File: src/rtl/udma_tx_pkg.sv
// Shared types and datasize helpers for the uDMA TX channel responder.
package udma_tx_pkg;

  typedef enum logic [2:0] {
    ST_IDLE,
    ST_ARMED,
    ST_FETCH,
    ST_WAIT,
    ST_PRESENT,
    ST_DRAIN
  } state_e;

  localparam logic [1:0] DS_BYTE = 2'd0;
  localparam logic [1:0] DS_HALF = 2'd1;
  localparam logic [1:0] DS_WORD = 2'd2;

  function automatic logic [2:0] ds_step(input logic [1:0] ds);
    case (ds)
      DS_BYTE: return 3'd1;
      DS_HALF: return 3'd2;
      default: return 3'd4;
    endcase
  endfunction

  // Bytes past the top of the word shift in as zero; no second fetch.
  function automatic logic [31:0] ds_align(input logic [31:0] rdata,
                                           input logic [1:0]  off,
                                           input logic [1:0]  ds);
    logic [31:0] sh;
    sh = rdata >> {off, 3'b000};
    case (ds)
      DS_BYTE: return {24'h0, sh[7:0]};
      DS_HALF: return {16'h0, sh[15:0]};
      default: return sh;
    endcase
  endfunction

endpackage

File: src/rtl/udma_tx_chan_resp_cfg_shadow.sv
// Active start/size/continuous registers plus one queued (pending) config.
module udma_tx_cfg_shadow
  import udma_tx_pkg::*;
#(
  parameter int L2_AWIDTH_NOAL = 12,
  parameter int TRANS_SIZE     = 16
) (
  input  logic                      clk,
  input  logic                      rst,
  input  logic [L2_AWIDTH_NOAL-1:0] start_i,
  input  logic [TRANS_SIZE-1:0]     size_i,
  input  logic                      cont_i,
  input  logic                      load_i,
  input  logic                      queue_i,
  input  logic                      promote_i,
  input  logic                      clr_i,
  output logic [L2_AWIDTH_NOAL-1:0] start_o,
  output logic [TRANS_SIZE-1:0]     size_o,
  output logic                      cont_o,
  output logic                      pend_o,
  output logic [L2_AWIDTH_NOAL-1:0] sh_start_o,
  output logic [TRANS_SIZE-1:0]     sh_size_o
);

  logic [L2_AWIDTH_NOAL-1:0] start_q, start_d, sh_start_q, sh_start_d;
  logic [TRANS_SIZE-1:0]     size_q, size_d, sh_size_q, sh_size_d;
  logic                      cont_q, cont_d, sh_cont_q, sh_cont_d;
  logic                      pend_q, pend_d;

  always_comb begin
    start_d    = start_q;
    size_d     = size_q;
    cont_d     = cont_q;
    sh_start_d = sh_start_q;
    sh_size_d  = sh_size_q;
    sh_cont_d  = sh_cont_q;
    pend_d     = pend_q;
    if (load_i) begin
      start_d = start_i;
      size_d  = size_i;
      cont_d  = cont_i;
    end else if (promote_i) begin
      start_d = sh_start_q;
      size_d  = sh_size_q;
      cont_d  = sh_cont_q;
    end
    if (promote_i) pend_d = 1'b0;
    // A queue in the same cycle as a promote refills the shadow behind it.
    if (queue_i) begin
      sh_start_d = start_i;
      sh_size_d  = size_i;
      sh_cont_d  = cont_i;
      pend_d     = 1'b1;
    end
    if (clr_i) pend_d = 1'b0;
  end

  always_ff @(posedge clk or posedge rst) begin
    if (rst) begin
      start_q    <= '0;
      size_q     <= '0;
      cont_q     <= 1'b0;
      sh_start_q <= '0;
      sh_size_q  <= '0;
      sh_cont_q  <= 1'b0;
      pend_q     <= 1'b0;
    end else begin
      start_q    <= start_d;
      size_q     <= size_d;
      cont_q     <= cont_d;
      sh_start_q <= sh_start_d;
      sh_size_q  <= sh_size_d;
      sh_cont_q  <= sh_cont_d;
      pend_q     <= pend_d;
    end
  end

  assign start_o    = start_q;
  assign size_o     = size_q;
  assign cont_o     = cont_q;
  assign pend_o     = pend_q;
  assign sh_start_o = sh_start_q;
  assign sh_size_o  = sh_size_q;

endmodule

File: src/rtl/udma_tx_chan_resp.sv
// uDMA-side responder of a peripheral TX channel: grant, fetch from L2, align, present.
module udma_tx_chan_resp
  import udma_tx_pkg::*;
#(
  parameter int L2_AWIDTH_NOAL = 12,
  parameter int TRANS_SIZE     = 16
) (
  input  logic                      sys_clk_i,
  input  logic                      rst_i,
  input  logic [L2_AWIDTH_NOAL-1:0] cfg_startaddr_i,
  input  logic [TRANS_SIZE-1:0]     cfg_size_i,
  input  logic                      cfg_continuous_i,
  input  logic                      cfg_en_i,
  input  logic                      cfg_clr_i,
  output logic                      cfg_en_o,
  output logic                      cfg_pending_o,
  output logic [L2_AWIDTH_NOAL-1:0] cfg_curr_addr_o,
  output logic [TRANS_SIZE-1:0]     cfg_bytes_left_o,
  input  logic                      data_tx_req_i,
  output logic                      data_tx_gnt_o,
  input  logic [1:0]                data_tx_datasize_i,
  output logic [31:0]               data_tx_o,
  output logic                      data_tx_valid_o,
  input  logic                      data_tx_ready_i,
  output logic                      mem_req_o,
  output logic [L2_AWIDTH_NOAL-1:0] mem_addr_o,
  input  logic                      mem_gnt_i,
  input  logic [31:0]               mem_rdata_i,
  input  logic                      mem_rvalid_i,
  output logic                      eot_o
);

  state_e                    state_q, state_d;
  logic [L2_AWIDTH_NOAL-1:0] curr_q, curr_d;
  logic [TRANS_SIZE-1:0]     bl_q, bl_d;
  logic [1:0]                ds_q, ds_d;
  logic [31:0]               data_q, data_d;
  logic                      valid_q, valid_d, gnt_q, gnt_d, en_q, en_d, eot_q, eot_d;
  logic                      load, queue, promote, going_idle, en_ok;
  logic [L2_AWIDTH_NOAL-1:0] start, sh_start, adv_addr, step_a;
  logic [TRANS_SIZE-1:0]     size, sh_size, adv_bl, step_t;
  logic                      cont, pend;

  udma_tx_cfg_shadow #(
    .L2_AWIDTH_NOAL(L2_AWIDTH_NOAL),
    .TRANS_SIZE    (TRANS_SIZE)
  ) u_shadow (
    .clk       (sys_clk_i),
    .rst       (rst_i),
    .start_i   (cfg_startaddr_i),
    .size_i    (cfg_size_i),
    .cont_i    (cfg_continuous_i),
    .load_i    (load),
    .queue_i   (queue),
    .promote_i (promote),
    .clr_i     (cfg_clr_i),
    .start_o   (start),
    .size_o    (size),
    .cont_o    (cont),
    .pend_o    (pend),
    .sh_start_o(sh_start),
    .sh_size_o (sh_size)
  );

  always_comb begin
    step_a   = {{(L2_AWIDTH_NOAL-3){1'b0}}, ds_step(ds_q)};
    step_t   = {{(TRANS_SIZE-3){1'b0}}, ds_step(ds_q)};
    adv_addr = curr_q + step_a;
    adv_bl   = (bl_q > step_t) ? (bl_q - step_t) : '0;
    en_ok    = cfg_en_i && (cfg_size_i != '0) && !cfg_clr_i;
  end

  always_comb begin
    state_d    = state_q;
    curr_d     = curr_q;
    bl_d       = bl_q;
    ds_d       = ds_q;
    data_d     = data_q;
    valid_d    = valid_q;
    gnt_d      = 1'b0;
    en_d       = en_q;
    eot_d      = 1'b0;
    load       = 1'b0;
    queue      = 1'b0;
    promote    = 1'b0;
    going_idle = 1'b0;
    case (state_q)
      ST_IDLE: if (en_ok) begin
        load    = 1'b1;
        curr_d  = cfg_startaddr_i;
        bl_d    = cfg_size_i;
        en_d    = 1'b1;
        state_d = ST_ARMED;
      end
      ST_ARMED: if (data_tx_req_i) begin
        ds_d    = data_tx_datasize_i;
        gnt_d   = 1'b1;
        state_d = ST_FETCH;
      end
      ST_FETCH: if (mem_gnt_i) state_d = ST_WAIT;
      ST_WAIT: if (mem_rvalid_i) begin
        data_d  = ds_align(mem_rdata_i, curr_q[1:0], ds_q);
        valid_d = 1'b1;
        state_d = ST_PRESENT;
      end
      ST_PRESENT: if (data_tx_ready_i) begin
        valid_d = 1'b0;
        curr_d  = adv_addr;
        bl_d    = adv_bl;
        state_d = ST_ARMED;
        if (adv_bl == '0) begin
          eot_d = 1'b1;
          if (pend) begin
            promote = 1'b1;
            curr_d  = sh_start;
            bl_d    = sh_size;
          end else if (cont) begin
            curr_d = start;
            bl_d   = size;
          end else begin
            en_d       = 1'b0;
            going_idle = 1'b1;
            state_d    = ST_IDLE;
          end
        end
      end
      ST_DRAIN: if (mem_rvalid_i) state_d = ST_IDLE;
      default: state_d = ST_IDLE;
    endcase
    // An enable landing on the cycle the channel retires starts it afresh.
    if (en_ok && en_q) begin
      if (going_idle) begin
        load    = 1'b1;
        curr_d  = cfg_startaddr_i;
        bl_d    = cfg_size_i;
        en_d    = 1'b1;
        state_d = ST_ARMED;
      end else begin
        queue = 1'b1;
      end
    end
    if (cfg_clr_i) begin
      curr_d  = curr_q;
      bl_d    = '0;
      valid_d = 1'b0;
      gnt_d   = 1'b0;
      en_d    = 1'b0;
      eot_d   = 1'b0;
      load    = 1'b0;
      queue   = 1'b0;
      promote = 1'b0;
      // A granted read still owes an rvalid; swallow it before going idle.
      case (state_q)
        ST_FETCH: state_d = mem_gnt_i ? ST_DRAIN : ST_IDLE;
        ST_WAIT:  state_d = mem_rvalid_i ? ST_IDLE : ST_DRAIN;
        ST_DRAIN: state_d = mem_rvalid_i ? ST_IDLE : ST_DRAIN;
        default:  state_d = ST_IDLE;
      endcase
    end
  end

  always_ff @(posedge sys_clk_i or posedge rst_i) begin
    if (rst_i) begin
      state_q <= ST_IDLE;
      curr_q  <= '0;
      bl_q    <= '0;
      ds_q    <= DS_BYTE;
      data_q  <= '0;
      valid_q <= 1'b0;
      gnt_q   <= 1'b0;
      en_q    <= 1'b0;
      eot_q   <= 1'b0;
    end else begin
      state_q <= state_d;
      curr_q  <= curr_d;
      bl_q    <= bl_d;
      ds_q    <= ds_d;
      data_q  <= data_d;
      valid_q <= valid_d;
      gnt_q   <= gnt_d;
      en_q    <= en_d;
      eot_q   <= eot_d;
    end
  end

  assign cfg_en_o         = en_q;
  assign cfg_pending_o    = pend;
  assign cfg_curr_addr_o  = curr_q;
  assign cfg_bytes_left_o = bl_q;
  assign data_tx_gnt_o    = gnt_q;
  assign data_tx_o        = data_q;
  assign data_tx_valid_o  = valid_q;
  assign mem_req_o        = (state_q == ST_FETCH);
  assign mem_addr_o       = {curr_q[L2_AWIDTH_NOAL-1:2], 2'b00};
  assign eot_o            = eot_q;

endmodule

File: config.mk
export PLATFORM = sky130hd
export DESIGN_NAME = udma_tx_chan_resp
export DESIGN_NICKNAME = d
export VERILOG_FILES = /design/src/rtl/udma_tx_pkg.sv /design/src/rtl/udma_tx_chan_resp_cfg_shadow.sv /design/src/rtl/udma_tx_chan_resp.sv
export SDC_FILE = /design/constraint.sdc
export NUM_CORES = 1
export LEC_CHECK = 0
export CAP_MARGIN = 10
export CELL_PAD_IN_SITES_DETAIL_PLACEMENT = 1
export CELL_PAD_IN_SITES_GLOBAL_PLACEMENT = 2
export CORE_ASPECT_RATIO = 0.8
export CORE_UTILIZATION = 30
export DETAILED_ROUTE_END_ITERATION = 12
export HOLD_SLACK_MARGIN = 0.05
export PLACE_DENSITY_LB_ADDON = 0.1
export REMOVE_ABC_BUFFERS = 1
export SLEW_MARGIN = 15
export SYNTH_ARGS = -nofsm -noshare
export SYNTH_HDL_FRONTEND = slang
export SYNTH_SLANG_ARGS = --single-unit
File: constraint.sdc
create_clock -name sys_clk_i -period 6.94 [get_ports sys_clk_i]
set_input_delay 1.041 -clock sys_clk_i [delete_from_list [all_inputs] [get_ports sys_clk_i]]
set_output_delay 1.041 -clock sys_clk_i [all_outputs]
set_load 0.05 [all_outputs]
# Word-level counts from Yosys, hierarchy flattened
# Index checks and enable logic that the tools add are counted.
totals:
  ff_bits: 128
  n_memories: 0
  output_inout_bits: 78
  latch_bits: 0
  ram_bits: 0
  wordCells: 126
  romBits: 0
  in_bits: 71
classes:
  mux: 83
  reduce_logical: 15
  n_mul: 0
  n_bitwise: 0
  magnitude_cmp: 1
  div_mod_pow: 0
  n_addsub: 2
  eq_ne: 8
  shifts: 1
op_table:
  columns: ["op", "count"]
  rows:
  - ["2-to-1 mux 16 bit", 11]
  - ["2-to-1 mux 12 bit", 9]
  - ["case mux 32 bit (2 select lines)", 1]
  - ["2-to-1 mux 1 bit", 44]
  - ["2-to-1 mux 3 bit", 11]
  - ["case mux 16 bit (2 select lines)", 1]
  - ["right shift 32 x 5 -> 32 bit", 1]
  - ["case mux 12 bit (2 select lines)", 1]
  - ["case mux 3 bit (6 select lines)", 1]
  - ["greater-than comparator 16 x 3 -> 1 bit", 1]
  - ["logical NOT 16 bit", 1]
  - ["nonzero test 16 bit", 1]
  - ["subtractor 16 x 3 -> 16 bit", 1]
  - ["adder 12 x 3 -> 12 bit", 1]
  - ["case mux 3 bit (2 select lines)", 2]
  - ["equality test 3 x 2 -> 1 bit (second input constant)", 2]
  - ["equality test 3 bit (second input constant)", 2]
  - ["inequality test 3 bit (second input constant)", 2]
  - ["nonzero test 3 bit", 2]
  - ["case mux 1 bit (2 select lines)", 2]
  - ["AND reduction 2 bit", 2]
  - ["equality test 3 x 1 -> 1 bit (second input constant)", 1]
  - ["logical AND 1 bit", 3]
  - ["logical NOT 3 bit", 1]
  - ["other kinds (6)", 6]

# Depth between registers and ports, before layout
# Gate-level depths: netlist of run 1.
logic_depth:
  depth_word: 13
  depth_mapped: 14
  ltp_nobuf: 12

# Hierarchy
# Synthesis of run 1 repeated with hierarchy kept, for this count alone.
hier_totals:
  cells_unflattened: 844
  area_unflattened_um2: 7852.5
modules_own_cells:
  columns: ["mod", "instances", "area_per_inst_um2", "seq_area_each_um2", "cells_per_inst"]
  rows:
  - ["udma_tx_chan_resp", 1, 5347.6, 1726.7, 652]
  - ["udma_tx_cfg_shadow", 1, 2504.9, 1476.4, 192]

# Worst setup path after synthesis of run 1
# No wires, ideal clock.
synth_path:
  path_kind: "flip-flop to flip-flop"
  from: "reg bl_q[0] (netlist: cfg_bytes_left_o[0])"
  to: "reg u_shadow.sh_size_q[0] (netlist: u_shadow.sh_size_o[0])"
  path_buffers: 1
  stages_incl_launch_ff: 13
  setup_time_ns: 0.125
  synth_period_minus_slack_ns: 3.441
  arrival_time_ns: 3.316
  t_required_ns: 6.815
  path_slack_ns: 3.499
  cell_sequence: "dfrtp_1 -> inv_1 -> ha_1 -> fa_1 -> and2b_1 -> o21ai_0 -> a211o_1 -> a221oi_4 -> a31oi_4 -> nor2_4 -> a21oi_4 -> buf_6 -> mux2_2"
synth_via:
  elab_chain_len: 9
  word_cells_on_any_way: 10
  cone_classes: "1 x add/sub; 1 x order compare; 7 x mux; 1 x reduce/logical"
synth_rtl:
  columns: ["element", "line_no", "text"]
  rows:
  - ["from (decl)", "udma_tx_chan_resp.sv:35", "logic [TRANS_SIZE-1:0] bl_q, bl_d;"]
  - ["from (signal assigned)", "udma_tx_chan_resp.sv:176", "bl_q <= bl_d;"]
  - ["subtractor 16 x 3 -> 16 bit or greater-than comparator 16 x 3 -> 1 bit (tied branches)", "udma_tx_chan_resp.sv:69", "adv_bl = (bl_q > step_t) ? (bl_q - step_t) : '0;"]
  - ["2-to-1 mux 16 bit *", "udma_tx_chan_resp.sv:69", null]
  - ["logical NOT 16 bit *", "udma_tx_chan_resp.sv:111", "if (adv_bl == '0) begin"]
  - ["2-to-1 mux 1 bit *", "udma_tx_chan_resp.sv:111", null]
  - ["2-to-1 mux 1 bit *", "udma_tx_chan_resp.sv:106", "ST_PRESENT: if (data_tx_ready_i) begin"]
  - ["2-to-1 mux 1 bit *", "udma_tx_chan_resp.sv:87", "case (state_q)"]
  - ["2-to-1 mux 1 bit *", "udma_tx_chan_resp.sv:132", "if (going_idle) begin"]
  - ["2-to-1 mux 1 bit *", "udma_tx_chan_resp.sv:131", "if (en_ok && en_q) begin"]
  - ["2-to-1 mux 1 bit *", "udma_tx_chan_resp.sv:142", "if (cfg_clr_i) begin"]
  - ["to (signal assigned)", "udma_tx_chan_resp_cfg_shadow.sv:72", "sh_size_q <= sh_size_d;"]
  - ["to (decl)", "udma_tx_chan_resp_cfg_shadow.sv:26", "logic [TRANS_SIZE-1:0] size_q, size_d, sh_size_q, sh_size_d;"]
# Every way passes the cells marked *; elsewhere a longest branch is shown, timed or not.
# A chain may end at the register's enable or synchronous reset.

# Final worst setup path of run 1
layout_path:
  from: "reg ds_q[1]"
  to: "reg u_shadow.sh_start_q[4] (netlist: u_shadow.sh_start_o[4])"
layout_via:
  elab_chain_len: 11
  word_cells_on_any_way: 13
  cone_classes: "1 x add/sub; 1 x order compare; 1 x eq/ne; 8 x mux; 2 x reduce/logical"
layout_rtl:
  columns: ["element", "line_no", "text"]
  rows:
  - ["from (decl)", "udma_tx_chan_resp.sv:36", "logic [1:0] ds_q, ds_d;"]
  - ["from (signal assigned)", "udma_tx_chan_resp.sv:177", "ds_q <= ds_d;"]
  - ["equality test 2 x 1 -> 1 bit or logical NOT 2 bit (tied branches)", "udma_tx_pkg.sv:18", "case (ds)"]
  - ["case mux 3 bit (2 select lines) *", "udma_tx_pkg.sv:18", null]
  - ["subtractor 16 x 3 -> 16 bit or greater-than comparator 16 x 3 -> 1 bit (tied branches)", "udma_tx_chan_resp.sv:69", null]
  - ["2-to-1 mux 16 bit *", "udma_tx_chan_resp.sv:69", null]
  - ["logical NOT 16 bit *", "udma_tx_chan_resp.sv:111", null]
  - ["2-to-1 mux 1 bit *", "udma_tx_chan_resp.sv:111", null]
  - ["2-to-1 mux 1 bit *", "udma_tx_chan_resp.sv:106", null]
  - ["2-to-1 mux 1 bit *", "udma_tx_chan_resp.sv:87", null]
  - ["2-to-1 mux 1 bit *", "udma_tx_chan_resp.sv:132", null]
  - ["2-to-1 mux 1 bit *", "udma_tx_chan_resp.sv:131", null]
  - ["2-to-1 mux 1 bit *", "udma_tx_chan_resp.sv:142", null]
  - ["to (signal assigned)", "udma_tx_chan_resp_cfg_shadow.sv:71", "sh_start_q <= sh_start_d;"]
  - ["to (decl)", "udma_tx_chan_resp_cfg_shadow.sv:25", "logic [L2_AWIDTH_NOAL-1:0] start_q, start_d, sh_start_q, sh_start_d;"]
# Marked as above.

==> PnR_summary.wiki, run 1 <==
{| class="wikitable"
! Metric !! Value
|-
| Status || finished, final reports clean
|-
| Type of element launching the critical path || register
|-
| Average vias per placed instance || 5.62
|-
| Setup skew after layout || ~16 ps
|-
| Cell-by-cell trace of the critical path || nor2_1, ha_1, fa_1, and2b_1, or3_1, o21ai_0, nor3_2, a31oi_4, buf_4, nor2_4, a21oi_4, buf_4, mux2_2
|-
| CP Data Required Time || 7260 ps
|-
| Final Net Count || approximately 1.0k
|-
| I/O Pins || ~150
|-
| Main area contributors after synthesis || sky130_fd_sc_hd__dfrtp_1 (41%), sky130_fd_sc_hd__nand2_1 (5.8%), sky130_fd_sc_hd__mux2_2 (5.5%)
|-
| Clock-pin transition on the worst setup and hold timing paths || 60 ps
|-
| Origin of the critical flop-to-flop path || ds_q[1]
|-
| Worst supply voltage drop on vdd || 0.220 mV
|-
| Initial Util || between 30% and 40%
|-
| Placeable Area || around 0.025 sq mm
|-
| Number of synthesis warnings || 0
|-
| Global route overflow || 0
|-
| Chip height || 146 um
|-
| Area of the multi-input gates || between 0.004 and 0.005 sq mm
|-
| PortBufs || 146
|-
| Crit path capture type || register
|-
| Area of the die || around 0.026 sq mm
|-
| Routability congestion estimate || around 0.8
|-
| DR pass1 iterations || 4
|-
| Source of the worst hold timing path || data_tx_o[22]
|-
| Comb pwr share || 42.3%
|-
| Top-area cell type share of the netlist area || 41.5%
|-
| Number of storage elements in the synthesis netlist || 128
|-
| Flip-flop and latch area || 0.00320 sq mm
|-
| Count leader, synth || sky130_fd_sc_hd__dfrtp_1
|-
| Class of the worst hold path || register to register
|-
| Clock root buffer || sky130_fd_sc_hd__clkbuf_16
|-
| Maximum number of pins on one net before global-route repair || 80
|-
| Level count of the clock H-tree || 4
|-
| DR DRC count || 0
|-
| Total half-perimeter wirelength after legalization and detailed placement || 20200 um
|-
| Async set or reset register ratio after synthesis || 100%
|-
| Top cell by count, worst path || sky130_fd_sc_hd__buf_4
|-
| Number of placement rows || 52
|-
| All-layer global routing usage || 22.7%
|-
| Initial antenna violation count || 0
|-
| Time the worst path needs with I/O delays and setup || between 4000 and 5000 ps
|-
| Syn-to-layout area delta || 28.5%
|-
| Post-Route WL || 29300 um
|-
| Static leakage || ~4 nW
|-
| Number of clock sinks || approximately 130
|-
| Portion of total power attributed to sequential cells || 30.8%
|-
| Placed cell count || approximately 1.2k
|-
| Sw power || approximately 1.5 mW
|-
| Share of the clock period used by the worst path || between 60% and 70%
|-
| Top flip-flop cell by instance count after synthesis || sky130_fd_sc_hd__dfrtp_1
|-
| First-pass GRT wire length || 45800 um
|-
| Timing startpoint of the critical path || ds_q[1]
|-
| Count of non-filler cells in the finished layout || roughly 1.3k
|-
| Routed len/inst || between 20 and 25 um
|-
| Antenna diodes || 0
|-
| Clock Latency Late Sink || ~440 ps
|-
| Clock tree from TritonCTS || yes
|-
| Actual slew at the worst max-slew pin || ~1100 ps
|-
| Delay of the slowest critical-path stage || between 500 and 600 ps
|-
| Maximum achievable frequency || between 200 and 250 MHz
|-
| Floorplan die width || between 150 and 200 um
|-
| Max-Cap Viols || 0
|-
| Final Max Tran Viols || 0
|-
| Signal arrival time at the worst endpoint || approximately 4800 ps
|-
| Number of global-route vias before repair || around 7.5k
|-
| Internal power consumption || 2.06 mW
|-
| PD cells || approximately 360 mW/mm^2
|-
| Sequential share of the synthesized area || 41.5%
|-
| Number of hold violations in the final report || 0
|-
| Most frequent cells after synthesis || sky130_fd_sc_hd__dfrtp_1 (128), sky130_fd_sc_hd__nand2_1 (120), sky130_fd_sc_hd__nor2_1 (60), sky130_fd_sc_hd__o21ai_0 (55), sky130_fd_sc_hd__mux2_2 (38)
|-
| Vias || ~7k
|-
| # fillers || approximately 2.9k
|-
| Summed instance area of the synthesized netlist || 0.00772 sq mm
|-
| Syn Inst Count || approximately 830
|-
| Sw frac || a little over two fifths
|-
| Worst slew margin || between 20% and 30%
|-
| Clock group share of total power || between 20 and 30%
|-
| DR iter-0 viols || between 300 and 400
|-
| Setup repair after global routing missed its margin || no
|-
| Fraction of final layout cells with drive strength greater than 1 || approximately an eighth
|-
| CTS-repair resized insts || 0
|-
| Crit Path Max Fanout || 26
|-
| EDFF count, synth || 0
|-
| Total negative slack || 0 ps
|-
| Number of buffers created by CTS || 17
|-
| Max stage delay cell, worst path || sky130_fd_sc_hd__a21oi_4
|-
| Critical path type || register to register
|-
| Hold-fix buffers, CTS || 0
|-
| Buffers inserted during post-CTS setup optimization || 0
|-
| Maximum number of buffers from clock root to sink || 2
|-
| Yosys cell types || approximately 80
|-
| Setup-violating endpoint count in the final report || 0
|-
| Remaining number of nets flagged by the antenna check after routing || 0
|-
| Synth area leader || sky130_fd_sc_hd__dfrtp_1
|-
| Synth Area per Inst || 9.27 sq um
|}
-- power by group through the flow --
stage,Combinational (mW),Clock (mW),Sequential [mW]
after floorplan,0.721,0,1.33
after global placement,1.47,0,1.09
after detailed placement,1.49,0,1.10
after CTS,1.50,0.972,1.09
after global routing,1.61,0.997,1.11
final,1.49,0.954,1.09
-- metal layers --
metal / vias up / wire length [um] / GRT usage (%) / part of all wire (%)
met2: 198 / 13200 / 35.1 / 45
met4: 0 / 248 / 5.08 / 0.85
met1: 3705 / 14200 / 32.0 / 48
met3: 22 / 1610 / 5.33 / 5.5
met5: - / 0 / 0 / 0
li1: 3280 / - / - / -
-- flip-flops by register name, summed over array words and instances, names as in the netlist --
signal / cells
data_tx_gnt_o: 1
u_shadow.sh_size_o: 16
u_shadow.size_o: 16
u_shadow.sh_start_o: 12
u_shadow.start_o: 12
u_shadow.sh_cont_q: 1
ds_q: 2
cfg_curr_addr_o: 12
u_shadow.pend_o: 1
cfg_bytes_left_o: 16
state_q: 3
cfg_en_o: 1
data_tx_o: 32
data_tx_valid_o: 1
eot_o: 1
u_shadow.cont_o: 1
-- area by class of cell --
cell class                 count  area share (%)
sequential                   128            32.3
inverter                      13           0.517
clock buffer                  20            4.60
timing repair buffer         162            16.1
multi-input combinational    622            40.8
tap                          324            4.08
clock inverter                12            1.58
-- cell families (layout without fill, tap and decap cells) --
group / Yosys count / after routing / synth area share, %
adders and majority gates: 9 / 9 / 1.65
DFF: 128 / 128 / 41.5
AOI/OAI and AO/OA: 254 / 254 / 23.0
other: 1 / 2 / 0.0485
xor gates and xnor gates: 18 / 18 / 2.04
and+or+nand+nor: 282 / 282 / 17.7
buffers and inverters: 84 / 207 / 6.12
muxes: 57 / 57 / 8.00
-- metrics by stage --
stage,power [mW],area (sq um),setup WS [ps],util (%),hold WS [ps]
2_1_floorplan,2.05,7300,2490,-,474
3_3_place_gp,2.56,9290,2660,36.7,467
3_5_place_dp,2.59,9290,2460,36.7,479
4_1_cts,3.55,9900,2420,39.1,492
5_1_grt,3.72,9930,2150,39.2,523
6_report,3.54,9930,2440,39.2,485
-- critical path: cells and delay by family (launching register included) --
kind	cells	cell delay [ps]
simple gates	5	1170
compound gates	3	1150
buf+inv	2	750
fa+ha+maj	2	500
flops	1	400
mux	1	370
-- placed cells by master, fill, tap and decap left out, drive strengths merged, types with 19 or more instances in the layout --
cell	Yosys	layout
a21oi	35	35
a22o	26	26
a31oi	33	33
clkbuf	37	20
clkdlybuf4s50	0	146
dfrtp	128	128
mux2	38	38
mux2i	19	19
nand2	120	120
nor2	63	63
o21ai	57	57
o22ai	29	29
-- worst paths after layout --
| check | to | depth (start not counted) | slack (ps) |
|---|---|---|---|
| max in group asynchronous | cfg_curr_addr_o[6] | 4 | 4570 |
| max reg2reg | u_shadow.sh_start_o[4] | 13 | 2440 |
| min | data_tx_o[22] | 2 | 490 |
| max | u_shadow.sh_start_o[4] | 13 | 2440 |
| min in group asynchronous | cfg_bytes_left_o[8] | 2 | 1000 |
| min reg2reg | data_tx_o[22] | 2 | 490 |
(Power assumes the default switching activity.)
==> run 2: changes to the inputs <==
- clock period: 6.94 -> 4.2 ns (I/O delays scaled with it)
==> PnR_summary.wiki, run 2 (synthesis gave the netlist of run 1 again) <==
{| class="wikitable"
! Metric !! Value
|-
| Status || finished, final reports clean
|-
| Maximum achievable frequency || roughly 270 MHz
|-
| Max-Cap Viols || 0
|-
| Clock tree from TritonCTS || yes
|-
| Time the worst path needs with I/O delays and setup || between 3000 and 4000 ps
|-
| Routed len/inst || 23.2 um
|-
| Actual slew at the worst max-slew pin || a little over 1000 ps
|-
| PortBufs || approximately 150
|-
| Flip-flop count of the largest register after layout || 32
|-
| Most frequent standard cell in the layout excluding fill and tap cells || sky130_fd_sc_hd__clkdlybuf4s50_1
|-
| All-layer global routing usage || 23.4%
|-
| Hold slack final || just under 500 ps
|-
| Area of the die || roughly 0.026 sq mm
|-
| Floorplan die width || 181 um
|-
| Class of the worst hold path || register to register
|-
| Finished layout cell area || between 0.01 and 0.015 sq mm
|-
| First-pass GRT wire length || roughly 47000 um
|-
| CP Data Required Time || 4530 ps
|-
| Clock root buffer || sky130_fd_sc_hd__clkbuf_16
|-
| Maximum number of buffers from clock root to sink || 2
|-
| Setup skew after layout || 20.8 ps
|-
| Remaining number of nets flagged by the antenna check after routing || 0
|-
| Number of hold violations in the final report || 0
|-
| Post-Route WL || between 30000 and 40000 um
|-
| Number of clock sinks || ~130
|-
| Initial Util || 30.5%
|-
| Type of element launching the critical path || register
|-
| Crit Path Max Fanout || 15
|-
| Crit path capture type || register
|-
| Vias || about 7.2k
|-
| Worst min-delay path endpoint || data_tx_o[16]
|-
| Placement-stage worst setup slack || 275 ps
|-
| DR iter-0 viols || about 390
|-
| Final Max Tran Viols || 0
|-
| Placeable Area || about 0.025 sq mm
|-
| Source of the worst hold timing path || data_tx_o[16]
|-
| Destination of the worst register-to-register timing path || cfg_bytes_left_o[1]
|-
| Number of global-route vias before repair || 7570
|-
| Setup repair after global routing missed its margin || no
|-
| Average vias per placed instance || between 5 and 6
|-
| Number of placement rows || 52
|-
| I/O Pins || approximately 150
|-
| Hold Path Cell Cnt || 2
|-
| Syn-to-layout area delta || 30.3%
|-
| Initial antenna violation count || 0
|-
| PD cells || roughly 590 mW/mm^2
|-
| Total negative slack || 0 ps
|-
| Level count of the clock H-tree || 4
|-
| Antenna diodes || 0
|-
| Share of the clock period used by the worst path || between 80% and 90%
|-
| DR DRC count || 0
|-
| Maximum number of pins on one net before global-route repair || between 70 and 80
|-
| Finished Core Util || between 30 and 40%
|-
| DR pass1 iterations || 5
|-
| Most frequent cells in the layout || sky130_fd_sc_hd__clkdlybuf4s50_1 (146), sky130_fd_sc_hd__dfrtp_1 (128), sky130_fd_sc_hd__nand2_1 (120)
|-
| Worst supply voltage drop on vdd || 0.307 mV
|-
| Reg2Reg Setup Slack || around 430 ps
|-
| Global route overflow || 0
|-
| Total half-perimeter wirelength after legalization and detailed placement || between 20000 and 25000 um
|-
| Placed instance area || roughly 0.0094 sq mm
|-
| Static leakage || between 4 and 5 nW
|-
| Number of buffers created by CTS || 17
|-
| Worst slew margin || a little under a third
|-
| Minimum setup slack in the final design || between 400 and 500 ps
|-
| Signal arrival time at the worst endpoint || 4090 ps
|-
| Final Net Count || between 1k and 1.5k
|-
| Critical path type || register to register
|-
| Count of cells along the worst register-to-register path || 13
|-
| Origin of the critical flop-to-flop path || ds_q[1]
|-
| Chip height || roughly 150 um
|-
| Routability congestion estimate || between 0.8 and 0.9
|-
| Clock Latency Late Sink || around 440 ps
|-
| Fraction of final layout cells with drive strength greater than 1 || a little over an eighth
|-
| Clock-pin transition on the worst setup and hold timing paths || approximately 60 ps
|-
| Setup-violating endpoint count in the final report || 0
|}
[run 2: per-stage QoR]
| step | std cells | power (mW) |
|---|---|---|
| global placement | 1266 | 4.33 |
| finish | 1298 | 5.96 |
| global route | 1298 | 6.29 |
| floorplan | 763 | 3.38 |
| detailed placement | 1266 | 4.38 |
| CTS | 1298 | 6.00 |
[run 2: worst max path at each step]
stage,startpoint,endpoint,slack [ps],cells after the start
2_1_floorplan,rst_i,cfg_bytes_left_o[0],160,1
5_1_grt,ds_q[1],cfg_curr_addr_o[0],120,12
4_1_cts,ds_q[1],cfg_curr_addr_o[0],260,12
3_3_place_gp,ds_q[1],cfg_curr_addr_o[0],300,12
3_5_place_dp,ds_q[1],cfg_curr_addr_o[0],280,12
6_report,ds_q[1],cfg_bytes_left_o[1],430,13
[run 2: power breakdown]
group	switching (mW)	internal (mW)	total [mW]
Sequential	0.280	1.51	1.79
Clock	0.622	0.978	1.60
Combinational	1.60	0.967	2.57
[run 2: per-layer routing]
metal  vias up  global-route usage, %  wire length, um
met4         0                   6.02              322
met3        23                   4.15             1240
met5         -                      0                0
met1      3728                   35.1            15400
li1       3313                      -                -
met2       175                   34.3            13100
[run 2: final cells by class]
class	count	area, sq um
multi-input combinational	622	4050
inverter	13	51.3
clock buffer	19	453
tap	324	405
timing repair buffer	179	1720
clock inverter	13	175
sequential	128	3200
fill	2885	15200
[run 2: what timing repair did]
action	in CTS	in global routing
setup endpoints to repair	0	1
buffers inserted	0	0
hold buffers	0	0
gates resized for setup	0	1
[run 2: worst max-delay path: stages (launching register included)]
cell	delay, ps
sky130_fd_sc_hd__dfrtp_1	380
sky130_fd_sc_hd__nor2_1	100
sky130_fd_sc_hd__ha_1	220
sky130_fd_sc_hd__fa_1	450
sky130_fd_sc_hd__and2b_1	340
sky130_fd_sc_hd__o21ai_0	150
sky130_fd_sc_hd__a211o_1	350
sky130_fd_sc_hd__a221oi_4	320
sky130_fd_sc_hd__a31oi_4	150
sky130_fd_sc_hd__buf_4	240
sky130_fd_sc_hd__nor2_4	360
sky130_fd_sc_hd__buf_4	300
sky130_fd_sc_hd__nor3_1	80
sky130_fd_sc_hd__a211oi_1	230
